$ cat config.mk
export PLATFORM = sky130hd
export DESIGN_NAME = shift_cmd_queue_flat
export DESIGN_NICKNAME = d
export VERILOG_FILES = /design/src/rtl/shift_cmd_queue_if.sv /design/src/rtl/shift_cmd_queue.sv /design/src/flat_wrapper.sv
export SDC_FILE = /design/constraint.sdc
export NUM_CORES = 1
export LEC_CHECK = 0
export CORE_AREA = 3 3 192 212
export CTS_BUF_LIST = sky130_fd_sc_hd__clkbuf_4 sky130_fd_sc_hd__clkbuf_8 sky130_fd_sc_hd__clkbuf_16
export CTS_CLUSTER_DIAMETER = 50
export CTS_CLUSTER_SIZE = 30
export DETAILED_ROUTE_END_ITERATION = 10
export DIE_AREA = 0 0 195 215
export GPL_TIMING_DRIVEN = 1
export PLACE_DENSITY = 0.49
export SYNTH_ARGS = -nofsm -noshare
export SYNTH_HDL_FRONTEND = slang
export SYNTH_SLANG_ARGS = --single-unit
$ cat constraint.sdc
create_clock -name i_clk -period 4.22 [get_ports i_clk]
set_clock_uncertainty 0.05 [all_clocks]
set_input_delay 0.633 -clock i_clk [delete_from_list [all_inputs] [get_ports i_clk]]
set_output_delay 0.633 -clock i_clk [all_outputs]
set_load 0.005 [all_outputs]
$ cat src/rtl/shift_cmd_queue_if.sv
// Handshake bundle between the shift command queue and its environment:
// command channel, shifter issue/return path and result channel.
interface shift_cmd_queue_if #(
  parameter int TAG_W = 4
) ();
  logic              i_cmd_valid;
  logic              o_cmd_ready;
  logic              i_cmd_shift_left;
  logic              i_cmd_signed;
  logic [4:0]        i_cmd_amt;
  logic [31:0]       i_cmd_data;
  logic [TAG_W-1:0]  i_cmd_tag;

  logic              o_sh_shift_left;
  logic              o_sh_signed;
  logic [4:0]        o_sh_shift_amt;
  logic [31:0]       o_sh_data;
  logic [31:0]       i_sh_result;

  logic              o_res_valid;
  logic              i_res_ready;
  logic [31:0]       o_res_data;
  logic [TAG_W-1:0]  o_res_tag;
  logic              o_busy;

  // The queue itself.
  modport slave (
    input  i_cmd_valid, i_cmd_shift_left, i_cmd_signed, i_cmd_amt, i_cmd_data, i_cmd_tag,
    input  i_sh_result, i_res_ready,
    output o_cmd_ready, o_sh_shift_left, o_sh_signed, o_sh_shift_amt, o_sh_data,
    output o_res_valid, o_res_data, o_res_tag, o_busy
  );

  // Command producer, shifter and result consumer.
  modport master (
    output i_cmd_valid, i_cmd_shift_left, i_cmd_signed, i_cmd_amt, i_cmd_data, i_cmd_tag,
    output i_sh_result, i_res_ready,
    input  o_cmd_ready, o_sh_shift_left, o_sh_signed, o_sh_shift_amt, o_sh_data,
    input  o_res_valid, o_res_data, o_res_tag, o_busy
  );
endinterface

$ cat src/rtl/shift_cmd_queue.sv
// Command FIFO in front of a registered 32-bit barrel shifter, with a 2-entry
// result buffer so back-pressure stalls issue instead of dropping results.
module shift_cmd_queue #(
  parameter int DEPTH = 4,
  parameter int TAG_W = 4
) (
  input  logic               i_clk,
  input  logic               i_rst_n,
  shift_cmd_queue_if.slave   bus
);
  localparam int PTR_W = $clog2(DEPTH);

  typedef struct packed {
    logic              shift_left;
    logic              is_signed;
    logic [4:0]        amt;
    logic [31:0]       data;
    logic [TAG_W-1:0]  tag;
  } cmd_t;

  typedef struct packed {
    logic [31:0]       data;
    logic [TAG_W-1:0]  tag;
  } res_t;

  cmd_t              fifo_mem [DEPTH];
  logic [PTR_W-1:0]  wr_ptr;
  logic [PTR_W-1:0]  rd_ptr;
  logic [PTR_W:0]    count;

  logic              inflight;
  logic [TAG_W-1:0]  inflight_tag;

  res_t              out_mem [2];
  logic              out_wr;
  logic              out_rd;
  logic [1:0]        out_count;

  logic  full;
  logic  empty;
  logic  cmd_ready;
  logic  push;
  logic  res_valid;
  logic  pop;
  logic  issue;
  cmd_t  cmd_in;
  cmd_t  head;
  res_t  out_head;

  assign full      = (count == (PTR_W+1)'(DEPTH));
  assign empty     = (count == '0);
  // Ready is forced low while reset is held, not just after the registers clear.
  assign cmd_ready = !full && i_rst_n;
  assign push      = bus.i_cmd_valid && cmd_ready;
  assign res_valid = (out_count != 2'd0);
  assign pop       = res_valid && bus.i_res_ready;
  // In-flight plus buffered results never exceed the two buffer slots.
  assign issue     = !empty && (((out_count + {1'b0, inflight}) < 2'd2) || pop);

  assign cmd_in = '{
    shift_left: bus.i_cmd_shift_left,
    is_signed:  bus.i_cmd_signed,
    amt:        bus.i_cmd_amt,
    data:       bus.i_cmd_data,
    tag:        bus.i_cmd_tag
  };
  assign head     = fifo_mem[rd_ptr];
  assign out_head = out_mem[out_rd];

  assign bus.o_cmd_ready     = cmd_ready;
  assign bus.o_sh_shift_left = empty ? 1'b0  : head.shift_left;
  assign bus.o_sh_signed     = empty ? 1'b0  : head.is_signed;
  assign bus.o_sh_shift_amt  = empty ? 5'd0  : head.amt;
  assign bus.o_sh_data       = empty ? 32'd0 : head.data;
  assign bus.o_res_valid     = res_valid;
  assign bus.o_res_data      = res_valid ? out_head.data : 32'd0;
  assign bus.o_res_tag       = res_valid ? out_head.tag  : '0;
  assign bus.o_busy          = !empty || inflight || res_valid;

  // NOTE: storage arrays carry no reset; the counts qualify every read, and
  // leaving them unreset keeps them as plain RAM/flop arrays without reset fan-out.
  always_ff @(posedge i_clk) begin
    if (push) begin
      // NOTE: clocked state always uses non-blocking assignment so every
      // register samples pre-edge values regardless of block ordering.
      fifo_mem[wr_ptr] <= cmd_in;
    end
  end

  always_ff @(posedge i_clk or negedge i_rst_n) begin
    if (!i_rst_n) begin
      wr_ptr <= '0;
      rd_ptr <= '0;
      count  <= '0;
    end else begin
      if (push)  wr_ptr <= wr_ptr + PTR_W'(1);
      if (issue) rd_ptr <= rd_ptr + PTR_W'(1);
      case ({push, issue})
        2'b10:   count <= count + (PTR_W+1)'(1);
        2'b01:   count <= count - (PTR_W+1)'(1);
        default: count <= count;
      endcase
    end
  end

  // Only the tag waits for the shifter; the data comes back on i_sh_result.
  always_ff @(posedge i_clk or negedge i_rst_n) begin
    if (!i_rst_n) begin
      inflight     <= 1'b0;
      inflight_tag <= '0;
    end else begin
      inflight <= issue;
      if (issue) inflight_tag <= head.tag;
    end
  end

  always_ff @(posedge i_clk) begin
    if (inflight) begin
      out_mem[out_wr] <= '{data: bus.i_sh_result, tag: inflight_tag};
    end
  end

  always_ff @(posedge i_clk or negedge i_rst_n) begin
    if (!i_rst_n) begin
      out_wr    <= 1'b0;
      out_rd    <= 1'b0;
      out_count <= 2'd0;
    end else begin
      if (inflight) out_wr <= ~out_wr;
      if (pop)      out_rd <= ~out_rd;
      case ({inflight, pop})
        2'b10:   out_count <= out_count + 2'd1;
        2'b01:   out_count <= out_count - 2'd1;
        default: out_count <= out_count;
      endcase
    end
  end
endmodule

$ cat src/flat_wrapper.sv
// flat-port wrapper written by rule: the top's interface ports become plain ports
module shift_cmd_queue_flat 
#(
  parameter int DEPTH = 4,
  parameter int TAG_W = 4
)
  (i_clk, i_rst_n, bus_i_cmd_valid, bus_i_cmd_shift_left, bus_i_cmd_signed, bus_i_cmd_amt, bus_i_cmd_data, bus_i_cmd_tag, bus_i_sh_result, bus_i_res_ready, bus_o_cmd_ready, bus_o_sh_shift_left, bus_o_sh_signed, bus_o_sh_shift_amt, bus_o_sh_data, bus_o_res_valid, bus_o_res_data, bus_o_res_tag, bus_o_busy);
  shift_cmd_queue_if #(.TAG_W(TAG_W)) bus_i ();
  input  logic i_clk;
  input  logic i_rst_n;
  input wire logic [$bits(bus_i.i_cmd_valid)-1:0] bus_i_cmd_valid;
  input wire logic [$bits(bus_i.i_cmd_shift_left)-1:0] bus_i_cmd_shift_left;
  input wire logic [$bits(bus_i.i_cmd_signed)-1:0] bus_i_cmd_signed;
  input wire logic [$bits(bus_i.i_cmd_amt)-1:0] bus_i_cmd_amt;
  input wire logic [$bits(bus_i.i_cmd_data)-1:0] bus_i_cmd_data;
  input wire logic [$bits(bus_i.i_cmd_tag)-1:0] bus_i_cmd_tag;
  input wire logic [$bits(bus_i.i_sh_result)-1:0] bus_i_sh_result;
  input wire logic [$bits(bus_i.i_res_ready)-1:0] bus_i_res_ready;
  output wire logic [$bits(bus_i.o_cmd_ready)-1:0] bus_o_cmd_ready;
  output wire logic [$bits(bus_i.o_sh_shift_left)-1:0] bus_o_sh_shift_left;
  output wire logic [$bits(bus_i.o_sh_signed)-1:0] bus_o_sh_signed;
  output wire logic [$bits(bus_i.o_sh_shift_amt)-1:0] bus_o_sh_shift_amt;
  output wire logic [$bits(bus_i.o_sh_data)-1:0] bus_o_sh_data;
  output wire logic [$bits(bus_i.o_res_valid)-1:0] bus_o_res_valid;
  output wire logic [$bits(bus_i.o_res_data)-1:0] bus_o_res_data;
  output wire logic [$bits(bus_i.o_res_tag)-1:0] bus_o_res_tag;
  output wire logic [$bits(bus_i.o_busy)-1:0] bus_o_busy;
  assign bus_i.i_cmd_valid = bus_i_cmd_valid;
  assign bus_i.i_cmd_shift_left = bus_i_cmd_shift_left;
  assign bus_i.i_cmd_signed = bus_i_cmd_signed;
  assign bus_i.i_cmd_amt = bus_i_cmd_amt;
  assign bus_i.i_cmd_data = bus_i_cmd_data;
  assign bus_i.i_cmd_tag = bus_i_cmd_tag;
  assign bus_i.i_sh_result = bus_i_sh_result;
  assign bus_i.i_res_ready = bus_i_res_ready;
  assign bus_o_cmd_ready = bus_i.o_cmd_ready;
  assign bus_o_sh_shift_left = bus_i.o_sh_shift_left;
  assign bus_o_sh_signed = bus_i.o_sh_signed;
  assign bus_o_sh_shift_amt = bus_i.o_sh_shift_amt;
  assign bus_o_sh_data = bus_i.o_sh_data;
  assign bus_o_res_valid = bus_i.o_res_valid;
  assign bus_o_res_data = bus_i.o_res_data;
  assign bus_o_res_tag = bus_i.o_res_tag;
  assign bus_o_busy = bus_i.o_busy;
  shift_cmd_queue #(.DEPTH(DEPTH), .TAG_W(TAG_W)) u_core (.i_clk(i_clk), .i_rst_n(i_rst_n), .bus(bus_i));
endmodule
==> results_tabular.tex, run 1 <==
\begin{tabular}{lr}
\hline
Metric & Value \\
\hline
\multicolumn{2}{l}{\textbf{Min path}} \\
\quad Hold Crit Class & in2async \\
\multicolumn{2}{l}{\textbf{Synthesis}} \\
\quad Register bit total from synthesis & 260 \\
\quad Total number of yosys warnings & 0 \\
\quad Synthesized net count & 575 \\
\quad Number of standard cells after synthesis & 489 \\
\quad Post-synth cell types & 26 \\
\quad Post-synth design cell area & 0.0100 sq mm \\
\quad Mean Syn Cell Area & 20.5 sq um \\
\quad Portion of the post-synthesis area used by sequential elements & 0.771 \\
\multicolumn{2}{l}{\textbf{Worst setup path}} \\
\quad Data required time at the worst endpoint & 3.54 ns \\
\quad Startpoint types & flop \\
\quad Endpoint class of the critical path & primary output \\
\quad Arrival @ worst endpoint & 2.98 ns \\
\quad Startpoint-to-endpoint class of the critical path & reg2out \\
\quad Maximum fanout along the worst path & 39 \\
\multicolumn{2}{l}{\textbf{Final layout}} \\
\quad Number of filler instances in the final layout & 3,681 \\
\quad Post-Route Utilization & 0.343 \\
\quad Fraction of final layout cells with drive strength greater than 1 & 0.177 \\
\quad Fin nets & 749 \\
\quad Post-layout instance area & 0.0132 sq mm \\
\quad Area growth from synthesis to final layout & 31.6\% \\
\quad Area taken by multi-input logic gates & 0.00215 sq mm \\
\quad Area occupied by registers & 0.00773 sq mm \\
\quad ANT cells & 0 \\
\multicolumn{2}{l}{\textbf{GRT}} \\
\quad Overall overflow remaining after global route & 0 \\
\quad Wire length of the first global-routing pass & 32,800 microns \\
\quad Antenna violations before repair & 2 \\
\quad Global-route total usage across every layer & 0.0991 \\
\quad Maximum number of pins on one net before global-route repair & 44 \\
\quad Vias in the first global route & 5,533 \\
\multicolumn{2}{l}{\textbf{Routing}} \\
\quad Number of remaining DRC errors & 0 \\
\quad Overall via count from detail\_route & 4,915 \\
\quad Post-detailed-routing wire length & 21,000 microns \\
\quad DRC marker count from the first detailed-route iteration & 164 \\
\quad Post-route antenna net violation count & 0 \\
\quad Vias/cell & 4.15 \\
\quad Routed wire per std cell & 17.7 microns \\
\quad First-pass iteration count of the detailed router & 4 \\
\multicolumn{2}{l}{\textbf{Clocking}} \\
\quad CTS Hold Bufs & 0 \\
\quad Clock Pin Slew Worst Setup and Hold Paths & 0.07 ns \\
\quad Count of H-tree levels built during CTS & 1 \\
\quad Maximum number of buffers from clock root to sink & 3 \\
\quad Clock Latency Late Sink & 0.54 ns \\
\quad Clock tree from TritonCTS & yes \\
\quad Clock Sink Count & 260 \\
\quad Number of instances resized during post-cts repair & 0 \\
\quad Clock root cell & sky130\_fd\_sc\_hd\_\_clkbuf\_16 \\
\quad Number of setup buffers added after CTS & 0 \\
\quad TritonCTS Buffers & 29 \\
\multicolumn{2}{l}{\textbf{STA}} \\
\quad Max Freq & 273 MHz \\
\quad Number of endpoints failing setup at the final stage & 0 \\
\quad Setup TNS & 0 ns \\
\quad Part of the cycle the worst path needs & 0.867 \\
\quad Number of max-slew violations in the final report & 0 \\
\quad Min Tclk post-route & 3.66 ns \\
\quad Hold Violations, Final & 0 \\
\quad Setup repair after global routing missed its margin & no \\
\quad Worst-Margin Slew & 1.13 ns \\
\quad Worst slew margin relative to its limit & 0.249 \\
\multicolumn{2}{l}{\textbf{Pwr}} \\
\quad Maximum ir drop on the vdd rail & 0.348 mV \\
\quad Leakage power total & 4.45 nW \\
\quad Pwr dens & 719 mW/mm\^{}2 \\
\multicolumn{2}{l}{\textbf{Die}} \\
\quad Horizontal die dimension & 195 microns \\
\quad Rows & 75 \\
\quad Core footprint & 0.0385 sq mm \\
\quad Initial Util & 0.260 \\
\quad Vertical die dimension & 215 microns \\
\quad Area of the die & 0.0419 sq mm \\
\quad \# IOs & 157 \\
\multicolumn{2}{l}{\textbf{Placement}} \\
\quad Gp weighted congestion & 0.742 \\
\quad Cell Area, Placed & 0.0122 sq mm \\
\quad Detailed Place HPWL & 12,900 microns \\
\quad Number of buffers inserted by port buffering & 156 \\
\multicolumn{2}{l}{\textbf{Run}} \\
\quad Max-capacitance violation count & 0 \\
\multicolumn{2}{l}{\textbf{Run status}} \\
\quad Outcome & complete, no violations \\
\hline
\end{tabular}
logic make-up (layout without fill, tap and decap cells):
group,count (synthesis),in the layout,share of synthesized area
adder cells (fa/ha/maj),7,7,0.00949
flip-flops,260,260,0.771
XOR/XNOR,11,11,0.00961
AO/OA/AOI/OAI,4,4,0.00537
multiplexers,85,85,0.139
buffers and inverters,32,228,0.0165
AND/OR/NAND/NOR,90,90,0.0487
path summary, 6_finish.rpt:
| path | startpoint | end | slack [ns] | cells after the start |
|---|---|---|---|---|
| worst max-delay path | u_core.rd_ptr[0] | bus_o_sh_data[16] | 0.56 | 4 |
| worst min-delay path | i_rst_n | u_core.out_count[0] | 0.39 | 2 |
| worst max register to register | u_core.count[0] | u_core.count[2] | 1.74 | 9 |
| worst min register to register | u_core.inflight_tag[3] | u_core.out_mem[0][3] | 0.42 | 0 |
| max in group asynchronous | i_rst_n | u_core.rd_ptr[1] | 3.50 | 2 |
| min in group i_clk | u_core.inflight_tag[3] | u_core.out_mem[0][3] | 0.42 | 0 |
cell usage after synthesis, drive strengths merged:
| master | instances | area [sq um] |
|---|---|---|
| buf | 17 | 109 |
| fa | 1 | 20.0 |
| mux2i | 37 | 370 |
| nor2 | 40 | 150 |
| nor4bb | 1 | 25.0 |
| dfrtp | 16 | 400 |
| and2 | 6 | 37.5 |
| o311a | 1 | 10.0 |
| edfxtp | 244 | 7330 |
| nor2b | 40 | 250 |
| mux2 | 5 | 56.3 |
| clkbuf | 5 | 18.8 |
| ha | 6 | 75.1 |
| o31a | 1 | 8.76 |
| xnor2 | 6 | 52.6 |
| xor2 | 5 | 43.8 |
| nor3 | 1 | 16.3 |
| nand3 | 1 | 5.00 |
| a2111oi | 1 | 15.0 |
| mux4 | 43 | 968 |
| nand2 | 1 | 3.75 |
| inv | 10 | 37.5 |
| a211oi | 1 | 20.0 |
flip-flops by register name, summed over array words and instances (netlist names):
| name | count |
|---|---|
| u_core.out_wr | 1 |
| u_core.inflight_tag | 4 |
| u_core.rd_ptr | 2 |
| u_core.inflight | 1 |
| u_core.count | 3 |
| u_core.out_mem | 72 |
| u_core.out_rd | 1 |
| u_core.out_count | 2 |
| u_core.wr_ptr | 2 |
| u_core.fifo_mem | 172 |
power breakdown:
group	switching [mW]	total (mW)	internal (mW)
combinational	1.26	3.08	1.82
clock	1.07	2.52	1.46
sequential	0.424	3.87	3.45
total	2.76	9.48	6.72
critical path: stages, from the launching register on:
cell	delay, ns
sky130_fd_sc_hd__dfrtp_4	0.97
sky130_fd_sc_hd__buf_4	0.31
sky130_fd_sc_hd__mux4_2	0.52
sky130_fd_sc_hd__nor2b_1	0.15
sky130_fd_sc_hd__clkdlybuf4s50_1	0.45
metal layers:
metal,track usage,wire length (microns),up-vias
met1,0.128,9100,2472
li1,-,-,2253
met5,0,34,-
met2,0.162,9970,152
met3,0.0316,1520,34
met4,0.0259,393,4
cells in the final DEF (no fill, tap or decap), types with 2 or more instances in the layout:
cell type,synthesis,layout
sky130_fd_sc_hd__buf_4,1,8
sky130_fd_sc_hd__clkbuf_16,0,29
sky130_fd_sc_hd__inv_1,10,10
sky130_fd_sc_hd__mux2i_1,37,37
sky130_fd_sc_hd__nor2_4,0,2
sky130_fd_sc_hd__dfrtp_1,16,13
sky130_fd_sc_hd__bufinv_16,0,2
sky130_fd_sc_hd__clkinvlp_4,0,5
sky130_fd_sc_hd__edfxtp_1,244,244
sky130_fd_sc_hd__mux4_2,43,43
sky130_fd_sc_hd__nor2b_1,40,40
sky130_fd_sc_hd__clkbuf_4,0,4
sky130_fd_sc_hd__xor2_1,5,5
sky130_fd_sc_hd__ha_1,6,6
sky130_fd_sc_hd__xnor2_1,6,6
sky130_fd_sc_hd__dfrtp_2,0,2
sky130_fd_sc_hd__clkdlybuf4s50_1,0,156
sky130_fd_sc_hd__clkinv_8,0,5
sky130_fd_sc_hd__clkinv_1,0,3
sky130_fd_sc_hd__and2_2,0,5
sky130_fd_sc_hd__mux2_2,5,5
sky130_fd_sc_hd__nor2_1,40,38
final cells by class:
| type | count | area share |
|---|---|---|
| Clock inverter | 20 | 0.0182 |
| Tap cell | 500 | 0.0475 |
| Inverter | 10 | 0.00285 |
| Multi-Input combinational cell | 197 | 0.163 |
| Clock buffer | 33 | 0.0573 |
| Timing Repair Buffer | 165 | 0.125 |
| Sequential cell | 260 | 0.587 |
metrics by stage:
stage	power (mW)	hold WS, ns	instances	setup slack [ns]
after floorplan	5.44	0.287	489	1.74
after global placement	7.05	0.415	1132	1.07
after detailed placement	7.10	0.418	1132	1.06
after CTS	9.71	0.356	1185	0.431
after global routing	10.1	0.371	1185	0.338
final	9.48	0.388	1185	0.560
(Power assumes the default switching activity.)
==> run 2: changes to the inputs <==
--- a/config.mk
+++ b/config.mk
@@ -5,6 +5,8 @@
 export SDC_FILE = /design/constraint.sdc
 export NUM_CORES = 1
 export LEC_CHECK = 0
+export CELL_PAD_IN_SITES_DETAIL_PLACEMENT = 1
+export CELL_PAD_IN_SITES_GLOBAL_PLACEMENT = 1
 export CORE_AREA = 3 3 192 212
 export CTS_BUF_LIST = sky130_fd_sc_hd__clkbuf_4 sky130_fd_sc_hd__clkbuf_8 sky130_fd_sc_hd__clkbuf_16
 export CTS_CLUSTER_DIAMETER = 50
@@ -12,7 +14,7 @@
 export DETAILED_ROUTE_END_ITERATION = 10
 export DIE_AREA = 0 0 195 215
 export GPL_TIMING_DRIVEN = 1
-export PLACE_DENSITY = 0.49
+export PLACE_DENSITY = 0.54
 export SYNTH_ARGS = -nofsm -noshare
 export SYNTH_HDL_FRONTEND = slang
 export SYNTH_SLANG_ARGS = --single-unit
==> run 2 against run 1 <==
Die area stayed put. Sequential power barely moved. Fmax grew 4.8%. Via count rose by 2.5%. Sequential share of layout area is 0.49 points lower. Count of clock-buffer cells in the layout fell by 3. Routed wire length increased by 6.5%. Register-to-register slack gained 0.11 ns.
==> results_tabular.tex, run 2 (synthesis gave the netlist of run 1 again) <==
\begin{tabular}{lr}
\hline
Metric & Value \\
\hline
\multicolumn{2}{l}{\textbf{Run}} \\
\quad Max-capacitance violation count & 0 (unchanged) \\
\multicolumn{2}{l}{\textbf{Die}} \\
\quad \# IOs & 157 (unchanged) \\
\quad Initial Util & 0.260 (unchanged) \\
\quad Core footprint & 0.0385 sq mm (unchanged) \\
\quad Rows & 75 (unchanged) \\
\quad Area of the die & 0.0419 sq mm (unchanged) \\
\quad Vertical die dimension & 215 microns (unchanged) \\
\quad Horizontal die dimension & 195 microns (unchanged) \\
\multicolumn{2}{l}{\textbf{Clocking}} \\
\quad CTS Hold Bufs & 0 (unchanged) \\
\quad Number of instances resized during post-cts repair & 0 (unchanged) \\
\quad Clock tree from TritonCTS & yes (unchanged) \\
\quad Maximum number of buffers from clock root to sink & 3 (unchanged) \\
\quad Number of setup buffers added after CTS & 0 (unchanged) \\
\quad Clock Pin Slew Worst Setup and Hold Paths & 0.07 ns (about the same) \\
\quad Clock Sink Count & 260 (unchanged) \\
\quad Clock root cell & sky130\_fd\_sc\_hd\_\_clkbuf\_16 (unchanged) \\
\quad Clock Latency Late Sink & 0.55 ns (was 0.54 ns) \\
\quad Count of H-tree levels built during CTS & 1 (unchanged) \\
\quad TritonCTS Buffers & 28 (was 29) \\
\multicolumn{2}{l}{\textbf{Routing}} \\
\quad Vias/cell & 4.22 (was 4.15) \\
\quad Overall via count from detail\_route & 5,038 (was 4,915) \\
\quad Post-route antenna net violation count & 0 (unchanged) \\
\quad First-pass iteration count of the detailed router & 4 (unchanged) \\
\quad DRC marker count from the first detailed-route iteration & 224 (was 164) \\
\quad Routed wire per std cell & 18.8 microns (was 17.7 microns) \\
\quad Post-detailed-routing wire length & 22,400 microns (was 21,000 microns) \\
\quad Number of remaining DRC errors & 0 (unchanged) \\
\multicolumn{2}{l}{\textbf{Worst setup path}} \\
\quad Cell Chain, Critical Path & mux4\_2 > nor2b\_1 > clkdlybuf4s50\_1 (was buf\_4 > mux4\_2 > nor2b\_1 > clkdlybuf4s50\_1) \\
\quad Data required time at the worst endpoint & 3.54 ns (about the same) \\
\quad Worst flop-to-flop path startpoint & u\_core.count[0] (unchanged) \\
\quad R2R Setup Slk & 1.85 ns (was 1.74 ns) \\
\quad Worst path slowest cell & sky130\_fd\_sc\_hd\_\_dfrtp\_4 (unchanged) \\
\quad Maximum fanout along the worst path & 40 (was 39) \\
\quad Startpoint types & flop (unchanged) \\
\quad Endpoint class of the critical path & primary output (unchanged) \\
\quad Logic depth of the worst register-to-register path & 9 (unchanged) \\
\quad Arrival @ worst endpoint & 2.81 ns (was 2.98 ns) \\
\quad Crit path launch & u\_core.rd\_ptr[0] (unchanged) \\
\quad Startpoint-to-endpoint class of the critical path & reg2out (unchanged) \\
\quad Slowest Stage Delay on Critical Path & 0.98 ns (was 0.97 ns) \\
\quad Worst R2R End & u\_core.count[2] (unchanged) \\
\multicolumn{2}{l}{\textbf{STA}} \\
\quad Worst slew margin relative to its limit & 0.258 (was 0.249) \\
\quad Smallest hold slack & 0.373 ns (was 0.388 ns) \\
\quad Number of endpoints failing setup at the final stage & 0 (unchanged) \\
\quad Worst-Margin Slew & 1.11 ns (was 1.13 ns) \\
\quad Max Freq & 286 MHz (was 273 MHz) \\
\quad Setup TNS & 0 ns (unchanged) \\
\quad Setup repair after global routing missed its margin & no (unchanged) \\
\quad Min Tclk post-route & 3.49 ns (was 3.66 ns) \\
\quad Hold Violations, Final & 0 (unchanged) \\
\quad Part of the cycle the worst path needs & 0.828 (was 0.867) \\
\quad Number of max-slew violations in the final report & 0 (unchanged) \\
\multicolumn{2}{l}{\textbf{Final layout}} \\
\quad Area growth from synthesis to final layout & 32.7\% (was 31.6\%) \\
\quad Fraction of final layout cells with drive strength greater than 1 & 0.189 (was 0.177) \\
\quad Flip-flop count of the largest register after layout & 172 (unchanged) \\
\quad ANT cells & 0 (unchanged) \\
\quad Commonest cells after routing, fill and taps aside & sky130\_fd\_sc\_hd\_\_edfxtp\_1 (244), sky130\_fd\_sc\_hd\_\_clkdlybuf4s50\_1 (156), sky130\_fd\_sc\_hd\_\_mux4\_2 (43) (unchanged) \\
\quad Most frequent standard cell in the layout excluding fill and tap cells & sky130\_fd\_sc\_hd\_\_edfxtp\_1 (unchanged) \\
\quad Fin nets & 757 (was 749) \\
\quad Largest reg by FF count & u\_core.fifo\_mem (unchanged) \\
\quad Biggest registers after layout & u\_core.fifo\_mem (172), u\_core.out\_mem (72), u\_core.inflight\_tag (4) (unchanged) \\
\multicolumn{2}{l}{\textbf{GRT}} \\
\quad Wire length of the first global-routing pass & 34,600 microns (was 32,800 microns) \\
\quad Vias in the first global route & 5,692 (was 5,533) \\
\quad Antenna violations before repair & 4 (was 2) \\
\quad Global-route total usage across every layer & 0.105 (was 0.0991) \\
\quad Overall overflow remaining after global route & 0 (unchanged) \\
\quad Maximum number of pins on one net before global-route repair & 41 (was 44) \\
\multicolumn{2}{l}{\textbf{Run status}} \\
\quad Outcome & complete, no violations (unchanged) \\
\multicolumn{2}{l}{\textbf{Pwr}} \\
\quad Maximum ir drop on the vdd rail & 0.366 mV (was 0.348 mV) \\
\quad Power Total & 9.70 mW (was 9.48 mW) \\
\quad Pwr dens & 730 mW/mm\^{}2 (was 719 mW/mm\^{}2) \\
\quad Leakage power total & 4.53 nW (was 4.45 nW) \\
\multicolumn{2}{l}{\textbf{Placement}} \\
\quad Gp weighted congestion & 0.681 (was 0.742) \\
\quad Detailed Place HPWL & 14,800 microns (was 12,900 microns) \\
\quad Number of buffers inserted by port buffering & 156 (unchanged) \\
\multicolumn{2}{l}{\textbf{Min path}} \\
\quad Hold Crit Class & in2async (unchanged) \\
\hline
\end{tabular}
run 2: worst max-delay path by stage:
stage          depth (start not counted)              endpoint
4_1_cts                                3     bus_o_sh_data[18]
3_3_place_gp                           3     bus_o_sh_data[22]
3_5_place_dp                           9       u_core.count[2]
6_report                               3     bus_o_sh_data[18]
2_1_floorplan                          2  u_core.out_mem[0][0]
5_1_grt                                3     bus_o_sh_data[24]
run 2: final cells by class:
type	count	area, sq um
flip-flops and latches	260	7730
fillers	3867	25200
repair buffers	174	1700
clock inverters	22	324
multi-input cells	197	2140
well taps	500	626
clock buffers	30	733
inverters	10	37.5
run 2: power by group:
group          internal, mW  total [mW]  switching, mW
clock network          1.58        2.70           1.12
logic                  1.83        3.13           1.30
registers              3.44        3.87          0.424
total                  6.85        9.70           2.85
run 2: per-layer routing:
layer  global-route usage  part of all wire  vias up
met5                    0            0.0018        -
met4               0.0254             0.017        6
met3               0.0305             0.068       38
met2                0.174              0.48      174
met1                0.136              0.43     2549
li1                     -                 -     2271
run 2: stage by stage:
step	cell area, sq um	utilization	worst slack [ns]	cells
5_1_grt	13300	0.346	0.496	1193
6_report	13300	0.346	0.726	1193
3_5_place_dp	12200	0.318	1.18	1141
2_1_floorplan	10000	-	1.74	489
4_1_cts	13300	0.346	0.615	1193
3_3_place_gp	12200	0.318	1.23	1141
run 2: critical path: cells and delay by family, from the launching register on:
kind                   cells  cell delay [ns]
buffers and inverters      1             0.51
flip-flops                 1             0.98
multiplexers               1             0.59
AND/OR/NAND/NOR            1             0.15
==> run 3: changes to the inputs <==
--- a/config.mk
+++ b/config.mk
@@ -14,7 +14,7 @@
 export DETAILED_ROUTE_END_ITERATION = 10
 export DIE_AREA = 0 0 195 215
 export GPL_TIMING_DRIVEN = 1
-export PLACE_DENSITY = 0.54
+export PLACE_DENSITY = 0.56
 export SYNTH_ARGS = -nofsm -noshare
 export SYNTH_HDL_FRONTEND = slang
 export SYNTH_SLANG_ARGS = --single-unit
==> constraint.sdc (replaced) <==
create_clock -name i_clk -period 3 [get_ports i_clk]
set_clock_uncertainty 0.05 [all_clocks]
set_input_delay 0.45 -clock i_clk [delete_from_list [all_inputs] [get_ports i_clk]]
set_output_delay 0.45 -clock i_clk [all_outputs]
set_load 0.005 [all_outputs]
==> run 3 against run 2 <==
Total power grew 37%. Final cell count is 0.25% lower. Sequential cell count unchanged. Utilization rose by 0.17 points. Clock power increased by 25%. Non-clock buffer count fell by 1. Design area is 0.48% higher. Worst setup slack lost 0.62 ns. Combinational power is 52% higher. Sequential share of layout area is 0.26 points lower. Global-route usage about the same.
==> results_tabular.tex, run 3 (synthesis gave the netlist of run 1 again) <==
\begin{tabular}{lr}
\hline
Metric & Value \\
\hline
\multicolumn{2}{l}{\textbf{Clocking}} \\
\quad Count of H-tree levels built during CTS & 1 (unchanged) \\
\quad Number of setup buffers added after CTS & 0 (unchanged) \\
\quad Clock Latency Late Sink & 0.54 ns (was 0.55 ns) \\
\quad Maximum number of buffers from clock root to sink & 3 (unchanged) \\
\quad TritonCTS Buffers & 27 (was 28) \\
\quad Clock Pin Slew Worst Setup and Hold Paths & 0.07 ns (about the same) \\
\quad Clock root cell & sky130\_fd\_sc\_hd\_\_clkbuf\_16 (unchanged) \\
\quad Clock tree from TritonCTS & yes (unchanged) \\
\quad CTS Hold Bufs & 0 (unchanged) \\
\quad Clock Sink Count & 260 (unchanged) \\
\multicolumn{2}{l}{\textbf{Pwr}} \\
\quad Pwr dens & 997 mW/mm\^{}2 (was 730 mW/mm\^{}2) \\
\quad Net switching share of the total power & 0.297 (was 0.293) \\
\quad Leakage power total & 4.77 nW (was 4.53 nW) \\
\quad Power Internal & 9.36 mW (was 6.85 mW) \\
\quad Switch Pwr & 3.96 mW (was 2.85 mW) \\
\quad Maximum ir drop on the vdd rail & 0.576 mV (was 0.366 mV) \\
\quad Logic pwr share & 0.358 (was 0.323) \\
\quad Clk pwr share & 0.253 (was 0.278) \\
\quad Seq pwr share & 0.389 (was 0.399) \\
\multicolumn{2}{l}{\textbf{STA}} \\
\quad Min Tclk post-route & 2.89 ns \\
\quad Part of the cycle the worst path needs & 0.964 \\
\quad Max Freq & 346 MHz \\
\quad Hold Violations, Final & 0 (unchanged) \\
\quad Number of max-slew violations in the final report & 0 (unchanged) \\
\quad Smallest hold slack & 0.114 ns (was 0.373 ns) \\
\quad Worst slew margin relative to its limit & 0.403 (was 0.258) \\
\quad Number of endpoints failing setup at the final stage & 0 (unchanged) \\
\quad Setup repair after global routing missed its margin & no (unchanged) \\
\quad Worst-Margin Slew & 0.896 ns (was 1.11 ns) \\
\quad Setup TNS & 0 ns (unchanged) \\
\multicolumn{2}{l}{\textbf{Placement}} \\
\quad Number of buffers inserted by port buffering & 156 (unchanged) \\
\quad Gp weighted congestion & 0.709 (was 0.681) \\
\quad Detailed Place HPWL & 14,300 microns (was 14,800 microns) \\
\quad Cell Area, Placed & 0.0123 sq mm (was 0.0122 sq mm) \\
\multicolumn{2}{l}{\textbf{Final layout}} \\
\quad Commonest cells after routing, fill and taps aside & sky130\_fd\_sc\_hd\_\_edfxtp\_1 (244), sky130\_fd\_sc\_hd\_\_clkdlybuf4s50\_1 (131), sky130\_fd\_sc\_hd\_\_mux4\_2 (43) (was sky130\_fd\_sc\_hd\_\_edfxtp\_1 (244), sky130\_fd\_sc\_hd\_\_clkdlybuf4s50\_1 (156), sky130\_fd\_sc\_hd\_\_mux4\_2 (43)) \\
\quad Biggest registers after layout & u\_core.fifo\_mem (172), u\_core.out\_mem (72), u\_core.inflight\_tag (4) (unchanged) \\
\quad Largest reg by FF count & u\_core.fifo\_mem (unchanged) \\
\quad ANT cells & 0 (unchanged) \\
\quad Fraction of final layout cells with drive strength greater than 1 & 0.190 (was 0.189) \\
\quad Fin nets & 755 (was 757) \\
\quad Post-layout instance area & 0.0134 sq mm (was 0.0133 sq mm) \\
\quad Most frequent standard cell in the layout excluding fill and tap cells & sky130\_fd\_sc\_hd\_\_edfxtp\_1 (unchanged) \\
\quad Area growth from synthesis to final layout & 33.3\% (was 32.7\%) \\
\quad Flip-flop count of the largest register after layout & 172 (unchanged) \\
\quad Post-Route Utilization & 0.347 (was 0.346) \\
\quad Number of filler instances in the final layout & 3,879 (was 3,867) \\
\multicolumn{2}{l}{\textbf{Routing}} \\
\quad Detailed route wirelength on metal2 & 10,600 microns (was 10,800 microns) \\
\quad First-pass iteration count of the detailed router & 4 (unchanged) \\
\quad Overall via count from detail\_route & 4,971 (was 5,038) \\
\quad Routed wire per std cell & 18.5 microns (was 18.8 microns) \\
\quad Number of remaining DRC errors & 0 (unchanged) \\
\quad Post-detailed-routing wire length & 22,000 microns (was 22,400 microns) \\
\quad DRC marker count from the first detailed-route iteration & 176 (was 224) \\
\quad Sum of routed wire segments on met1 & 9330 microns (was 9680 microns) \\
\quad Vias/cell & 4.18 (was 4.22) \\
\quad Highest metal layer with signal wires & met5 (unchanged) \\
\quad Met3 WL & 1650 microns (was 1510 microns) \\
\quad Post-route antenna net violation count & 0 (unchanged) \\
\multicolumn{2}{l}{\textbf{Die}} \\
\quad Horizontal die dimension & 195 microns (unchanged) \\
\quad Core footprint & 0.0385 sq mm (unchanged) \\
\quad Rows & 75 (unchanged) \\
\quad \# IOs & 157 (unchanged) \\
\quad Initial Util & 0.260 (unchanged) \\
\quad Vertical die dimension & 215 microns (unchanged) \\
\quad Area of the die & 0.0419 sq mm (unchanged) \\
\multicolumn{2}{l}{\textbf{GRT}} \\
\quad Antenna violations before repair & 2 (was 4) \\
\quad Maximum number of pins on one net before global-route repair & 37 (was 41) \\
\quad Wire length of the first global-routing pass & 34,500 microns (was 34,600 microns) \\
\quad Vias in the first global route & 5,702 (was 5,692) \\
\quad Global-route total usage across every layer & 0.105 (about the same) \\
\quad Overall overflow remaining after global route & 0 (unchanged) \\
\multicolumn{2}{l}{\textbf{Worst setup path}} \\
\quad Endpoint class of the critical path & primary output (unchanged) \\
\quad CP delay by family, top & buffers and inverters (was flip-flops) \\
\quad Arrival @ worst endpoint & 2.39 ns (was 2.81 ns) \\
\quad Worst path slowest cell & sky130\_fd\_sc\_hd\_\_mux4\_2 (was sky130\_fd\_sc\_hd\_\_dfrtp\_4) \\
\quad Data required time at the worst endpoint & 2.50 ns (was 3.54 ns) \\
\quad Cell Chain, Critical Path & buf\_16 > mux4\_2 > nor2b\_1 > clkdlybuf4s50\_1 (was mux4\_2 > nor2b\_1 > clkdlybuf4s50\_1) \\
\quad R2R Setup Slk & 0.76 ns (was 1.85 ns) \\
\quad Worst path bufs/invs & 2 (was 1) \\
\quad Maximum fanout along the worst path & 22 (was 40) \\
\quad Startpoint types & flop (unchanged) \\
\quad Startpoint-to-endpoint class of the critical path & reg2out (unchanged) \\
\quad Slowest Stage Delay on Critical Path & 0.53 ns (was 0.98 ns) \\
\multicolumn{2}{l}{\textbf{Run}} \\
\quad Max-capacitance violation count & 0 (unchanged) \\
\multicolumn{2}{l}{\textbf{Min path}} \\
\quad Hold Crit Class & in2async (unchanged) \\
\multicolumn{2}{l}{\textbf{Run status}} \\
\quad Outcome & complete, no violations (unchanged) \\
\hline
\end{tabular}
==> run 3: layout make-up <==
cell class | instances | area (sq um) | share of cell area
clock buffers | 34 | 741 | 0.0554
clock inverters | 16 | 194 | 0.0145
inverters | 10 | 37.5 | 0.00281
multi-input cells | 197 | 2150 | 0.161
flip-flops and latches | 260 | 7740 | 0.579
well taps | 500 | 626 | 0.0468
repair buffers | 173 | 1880 | 0.140
==> run 3: through the flow <==
step	instances	worst slack [ns]	total power, mW
finish	1190	0.108	13.3
global route	1190	0.000390	14.2
global placement	1139	0.395	10.1
detailed placement	1139	0.348	10.2
CTS	1190	0.00278	13.7
floorplan	489	0.519	7.65
==> run 3: repair_timing <==
item,CTS,global route
setup endpoints to repair,39,24
gates resized for setup,5,25
endpoints found under the hold margin,0,0
cloned,1,0
==> run 3: layer usage <==
metal  track usage  vias to the layer above
met5             0                        -
met3        0.0332                       33
met1         0.133                     2514
met4        0.0257                        4
met2         0.176                      155
li1              -                     2265
==> run 3: path summary, 6_finish.rpt <==
path	start	cells after the start	endpoint
worst max-delay path	u_core.rd_ptr[0]	4	bus_o_sh_data[1]
worst min-delay path	i_rst_n	1	u_core.inflight_tag[0]
worst max register to register	u_core.count[2]	9	u_core.count[2]
worst min register to register	u_core.inflight_tag[0]	0	u_core.out_mem[0][0]
max in group asynchronous	i_rst_n	2	u_core.rd_ptr[0]
min in group i_clk	u_core.inflight_tag[0]	0	u_core.out_mem[0][0]
==> run 3: power by group through the flow <==
stage | sequential, mW | clock [mW] | combinational [mW]
finish | 5.18 | 3.37 | 4.77
CTS | 5.20 | 3.50 | 5.02
global route | 5.26 | 3.65 | 5.25
detailed placement | 5.26 | 0 | 4.92
floorplan | 5.10 | 0 | 2.55
global placement | 5.21 | 0 | 4.87
